### config.mk
export PLATFORM = sky130hd
export DESIGN_NAME = pg_masked_prefix_adder
export DESIGN_NICKNAME = d
export VERILOG_FILES = /design/src/rtl/pg_masked_prefix_adder.sv
export SDC_FILE = /design/constraint.sdc
export NUM_CORES = 1
export LEC_CHECK = 0
export BUFFER_PORTS_ARGS = -buffer_cell sky130_fd_sc_hd__buf_2
export CAP_MARGIN = 10
export CORE_ASPECT_RATIO = 0.9
export CORE_MARGIN = 5
export CORE_UTILIZATION = 45
export DETAILED_ROUTE_END_ITERATION = 8
export PLACE_DENSITY = 0.7
export SETUP_SLACK_MARGIN = 0.5
export SLEW_MARGIN = 20
export SYNTH_ARGS = -nofsm -noshare
export SYNTH_HDL_FRONTEND = slang
export SYNTH_SLANG_ARGS = --single-unit
### constraint.sdc
create_clock -name clk -period 3.95 [get_ports clk]
set_input_delay 0.79 -clock clk [delete_from_list [all_inputs] [get_ports clk]]
set_output_delay 0.79 -clock clk [all_outputs]
set_load 0.05 [all_outputs]
### src/rtl/pg_masked_prefix_adder.sv
// Two-share Boolean-masked adder: masked PG generation, a registered Kogge-Stone
// prefix tree (one level per stage) and a registered sum/carry output stage.
module pg_masked_prefix_adder #(
    parameter  int WIDTH  = 8,
    localparam int LEVELS = $clog2(WIDTH),
    localparam int RW     = WIDTH * (1 + 2 * LEVELS)
) (
    input  logic             clk,
    input  logic             rst,
    input  logic             i_en,
    input  logic             i_valid,
    input  logic [WIDTH-1:0] i_a0,
    input  logic [WIDTH-1:0] i_a1,
    input  logic [WIDTH-1:0] i_b0,
    input  logic [WIDTH-1:0] i_b1,
    input  logic [RW-1:0]    i_r,
    output logic             o_valid,
    output logic [WIDTH-1:0] o_s0,
    output logic [WIDTH-1:0] o_s1,
    output logic             o_c0,
    output logic             o_c1
);

    // Masked AND: returns {z1, z0}; r refreshes the cross-share terms
    function automatic logic [1:0] and_gadget(input logic x0, input logic x1,
                                              input logic y0, input logic y1,
                                              input logic r);
        logic z0;
        logic z1;
        z0 = (x0 & y0) ^ (x0 & y1) ^ r;
        z1 = (x1 & y1) ^ (x1 & y0) ^ r;
        return {z1, z0};
    endfunction

    logic [WIDTH-1:0] r_p0  [0:LEVELS];
    logic [WIDTH-1:0] r_p1  [0:LEVELS];
    logic [WIDTH-1:0] r_g0  [0:LEVELS];
    logic [WIDTH-1:0] r_g1  [0:LEVELS];
    logic [WIDTH-1:0] r_po0 [0:LEVELS];
    logic [WIDTH-1:0] r_po1 [0:LEVELS];
    logic [LEVELS:0]  r_vld;

    logic [WIDTH-1:0] w_p0_nxt [0:LEVELS];
    logic [WIDTH-1:0] w_p1_nxt [0:LEVELS];
    logic [WIDTH-1:0] w_g0_nxt [0:LEVELS];
    logic [WIDTH-1:0] w_g1_nxt [0:LEVELS];

    assign w_p0_nxt[0] = i_a0 ^ i_b0;
    assign w_p1_nxt[0] = i_a1 ^ i_b1;

    genvar k, i;
    generate
        for (i = 0; i < WIDTH; i++) begin : g_st0
            logic [1:0] w_zg;
            assign w_zg = and_gadget(i_a0[i], i_a1[i], i_b0[i], i_b1[i], i_r[i]);
            assign w_g0_nxt[0][i] = w_zg[0];
            assign w_g1_nxt[0][i] = w_zg[1];
        end

        for (k = 1; k <= LEVELS; k++) begin : g_lvl
            localparam int D    = 1 << (k - 1);
            localparam int BASE = WIDTH * (2 * k - 1);
            for (i = 0; i < WIDTH; i++) begin : g_bit
                if (i >= D) begin : g_op
                    logic [1:0] w_zg;
                    logic [1:0] w_zp;
                    // Old P is used for both gadgets; G and P spans stay disjoint so XOR acts as OR
                    assign w_zg = and_gadget(r_p0[k-1][i], r_p1[k-1][i],
                                             r_g0[k-1][i-D], r_g1[k-1][i-D], i_r[BASE+i]);
                    assign w_zp = and_gadget(r_p0[k-1][i], r_p1[k-1][i],
                                             r_p0[k-1][i-D], r_p1[k-1][i-D], i_r[BASE+WIDTH+i]);
                    assign w_g0_nxt[k][i] = r_g0[k-1][i] ^ w_zg[0];
                    assign w_g1_nxt[k][i] = r_g1[k-1][i] ^ w_zg[1];
                    assign w_p0_nxt[k][i] = w_zp[0];
                    assign w_p1_nxt[k][i] = w_zp[1];
                end else begin : g_pass
                    logic w_unused_r;
                    assign w_unused_r     = i_r[BASE+i] ^ i_r[BASE+WIDTH+i];
                    assign w_g0_nxt[k][i] = r_g0[k-1][i];
                    assign w_g1_nxt[k][i] = r_g1[k-1][i];
                    assign w_p0_nxt[k][i] = r_p0[k-1][i];
                    assign w_p1_nxt[k][i] = r_p1[k-1][i];
                end
            end
        end
    endgenerate

    // Pipeline registers, valid pipe and output stage; reset beats enable
    always_ff @(posedge clk) begin
        if (rst) begin
            for (int s = 0; s <= LEVELS; s++) begin
                r_p0[s]  <= {WIDTH{1'b0}};
                r_p1[s]  <= {WIDTH{1'b0}};
                r_g0[s]  <= {WIDTH{1'b0}};
                r_g1[s]  <= {WIDTH{1'b0}};
                r_po0[s] <= {WIDTH{1'b0}};
                r_po1[s] <= {WIDTH{1'b0}};
            end
            r_vld   <= {(LEVELS+1){1'b0}};
            o_valid <= 1'b0;
            o_s0    <= {WIDTH{1'b0}};
            o_s1    <= {WIDTH{1'b0}};
            o_c0    <= 1'b0;
            o_c1    <= 1'b0;
        end else if (i_en) begin
            for (int s = 0; s <= LEVELS; s++) begin
                r_p0[s] <= w_p0_nxt[s];
                r_p1[s] <= w_p1_nxt[s];
                r_g0[s] <= w_g0_nxt[s];
                r_g1[s] <= w_g1_nxt[s];
            end
            r_po0[0] <= w_p0_nxt[0];
            r_po1[0] <= w_p1_nxt[0];
            for (int s = 1; s <= LEVELS; s++) begin
                r_po0[s] <= r_po0[s-1];
                r_po1[s] <= r_po1[s-1];
            end
            r_vld   <= {r_vld[LEVELS-1:0], i_valid};
            o_valid <= r_vld[LEVELS];
            // Carry into bit i is the group generate of bits [i-1:0]; carry-in is zero
            o_s0    <= r_po0[LEVELS] ^ {r_g0[LEVELS][WIDTH-2:0], 1'b0};
            o_s1    <= r_po1[LEVELS] ^ {r_g1[LEVELS][WIDTH-2:0], 1'b0};
            o_c0    <= r_g0[LEVELS][WIDTH-1];
            o_c1    <= r_g1[LEVELS][WIDTH-1];
        end
    end

endmodule

==> summary.md <==
| Metric | Value |
|---|---|
| Yosys warning count | 0 |
| Via density | 4.82 |
| Mapped Cells | 638 |
| RSZ-0062 raised after global routing | false |
| Fill cells | 1510 |
| Met3 Track Usage GR | 4.87% |
| Synthesized net count | 746 |
| Clk buf depth | 2 |
| Max Cap Violations | 0 |
| Placed cells | 949 |
| I/O Buffers | 89 |
| Crit path kind | in2reg |
| CTS Buf Count | 17 |
| Slew HR | 41.7% |
| Comb pwr share | 11.9% |
| Peak supply drop | 0.000332 V |
| Vias post-DR | 4733 |
| Initial Util | 45.7% |
| Final Hold Vio Count | 0 |
| GR peak layer | met2 |
| Sw frac | 24.1% |
| Switch Pwr | 1050 uW |
| # setup viols final | 0 |
| Fin nets | 836 |
| Sequential Power Share | 50.8% |
| Worst hold path depth | 2 |
| Post-cts sizing count | 0 |
| Worst EP required | 4.05 ns |
| Iter 0 DRT Violations | 185 |
| Hold Buf Count CTS | 0 |
| Setup slack at placement | 1.30 ns |
| Remaining antenna violation count | 0 |
| CP max-delay cell | or2_4 |
| CTS root buf | clkbuf_16 |
| Slew Limit Fails | 0 |
| DP HPWL | 9.47 mm |
| Critical path depth | 3 |
| Largest delay contributor family on the critical path | buffers and inverters |
| P_leak | 0.00382 uW |
| Clock Sinks | 171 |
| First-pass GRT wire length | 22.7 mm |
| Gpl congestion | 0.734 |
| Crit-path max cell delay | 0.72 ns |
| Vias in the first global route | 4899 |
| HP Class | reg2reg |
| CTS tree | yes |
| Slew @ Worst Pin | 0.872 ns |
| Post-CTS setup buffers | 0 |
| WP data arrival | 2.29 ns |
| Sum Neg Setup Slack | 0 ns |
| Routed WL | 13.5 mm |
| Clock share of power | 37.4% |
| Internal power | 3300 uW |
| GR Util All Layers | 14.0% |
| Utilization after layout | 53.0% |
| Worst-Skew Late Latency | 0.42 ns |
| Num ports | 111 |
| Clock transition at path regs | 0.06 ns |
| Synth Cell Area | 0.00805 mm2 |
| Seq/Total Area, Yosys | 61.0% |
| Antenna violations before repair | 4 |
| H-Tree Depth | 4 |
| Rows | 46 |
| Minimum clock period | 2.19 ns |
| Area of the die | 0.0207 mm2 |
| Worst Setup End Kind | flop |
| Die W | 151 um |
| Final worst slack | 1.76 ns |
| Crit path cell chain | buf_2, or2_4, buf_12 |
| Share of cells above drive strength 1 | 17.0% |
| DRC Markers | 0 |
| Power per cell area | 466 mW/mm2 |
| Fmax | 0.457 GHz |
| Yosys cell types | 20 |
| Syn Area/Cell | 12.6 um2 |
| Total grt overflow | 0 |
| Drt first pass iters | 4 |
| Critical path fanouts, max | 55 |
| Crit path launch type | input pin |
| Met1 Track Usage GR | 17.6% |
| Run status | complete, no violations |
| Die Y | 137 um |
| GRT met2 Usage | 22.5% |
| WP buf/inv | 2 |
| Routed len/inst | 13.8 um |
| Core Area | 0.0176 mm2 |
| Clock Skew | 0.00701 ns |
| Final cycle utilization of the critical path | 55.4% |
| Seq cells post-synth | 171 |
| Largest net degree at the start of global routing | 56 |
| Area Growth Syn to Fin | 15.9% |
| Finished Layout Cells | 982 |
| Worst Reg2Reg Path Length in Cells | 3 |
-- logic make-up (layout without fill, tap and decap cells) --
logic type | count (synthesis) | after routing | synth area share (%)
flops | 171 | 171 | 61.0
compound gates | 48 | 48 | 3.42
simple gates | 244 | 244 | 16.4
mux | 29 | 29 | 3.61
xor+xnor | 107 | 107 | 11.6
fa+ha+maj | 16 | 16 | 2.49
buf+inv | 23 | 126 | 1.46
other cells | 0 | 1 | 0
-- sequential cells by signal, summed over array words and instances, names as in the netlist --
name / count
o_c0: 1
o_c1: 1
o_s0: 8
o_s1: 8
o_valid: 1
r_g0: 32
r_g1: 32
r_p0: 13
r_p1: 11
r_po0: 29
r_po1: 31
r_vld: 4
-- path summary, 6_finish.rpt --
kind	startpoint	to	slack, ns
min	o_s0[5]	o_s0[5]	0.49
max	rst	r_p1[0][13]	1.76
max reg2reg	r_g0[0][6]	r_g0[1][7]	2.51
min reg2reg	o_s0[5]	o_s0[5]	0.49
-- Yosys cell counts, drive strengths merged --
cell type / instances / area (um2)
xnor2: 46 / 403
a21oi: 34 / 170
a211oi: 14 / 105
dfxtp: 23 / 460
nand3: 34 / 170
edfxtp: 148 / 4440
nor3b: 34 / 255
and2: 78 / 488
ha: 16 / 200
nand2b: 11 / 68.8
buf: 21 / 110
nand2: 46 / 173
clkbuf: 2 / 7.51
or2: 1 / 6.26
nor2: 39 / 146
xor2: 61 / 534
nor2b: 1 / 13.8
mux2i: 29 / 290
-- cell type report --
cell class | count | area, um2 | area share [%]
well taps | 240 | 300 | 3.22
clock inverters | 10 | 114 | 1.22
repair buffers | 94 | 508 | 5.45
multi-input cells | 444 | 3030 | 32.5
clock buffers | 22 | 464 | 4.98
diodes | 1 | 2.50 | 0.0268
flip-flops and latches | 171 | 4900 | 52.6
-- power by group through the flow --
stage	logic [uW]	clock network (uW)	registers, uW
finish	515	1620	2210
global route	575	1740	2220
CTS	522	1660	2210
detailed placement	519	0	2250
global placement	497	0	2240
floorplan	331	0	2270
-- cells in the final DEF, fill, tap and decap left out, drive strengths merged, types with 29 or more instances in the layout --
master	n
edfxtp	148
buf	94
and2	78
xor2	61
xnor2	46
nand2	46
nor2	39
a21oi	34
nand3	34
nor3b	34
mux2i	29
-- worst min-delay path, stage by stage, from the launching register on --
cell and delay [ns]:
dfxtp_1 0.31, nor2_1 0.08, a211oi_1 0.05
-- stage by stage --
step                      hold slack [ns]  area, um2  total power, uW
after floorplan                     0.456       8050             2610
after global placement              0.468       8740             2740
after detailed placement            0.482       8740             2760
after CTS                           0.490       9320             4390
after global routing                0.502       9330             4540
final                               0.490       9330             4340
-- routing by layer --
metal | vias up | routed length [um]
met5 | - | 45
met4 | 8 | 203
met3 | 21 | 862
met2 | 108 | 6240
met1 | 2175 | 6150
li1 | 2421 | -
No activity file was read; power rests on OpenSTA's default activity.
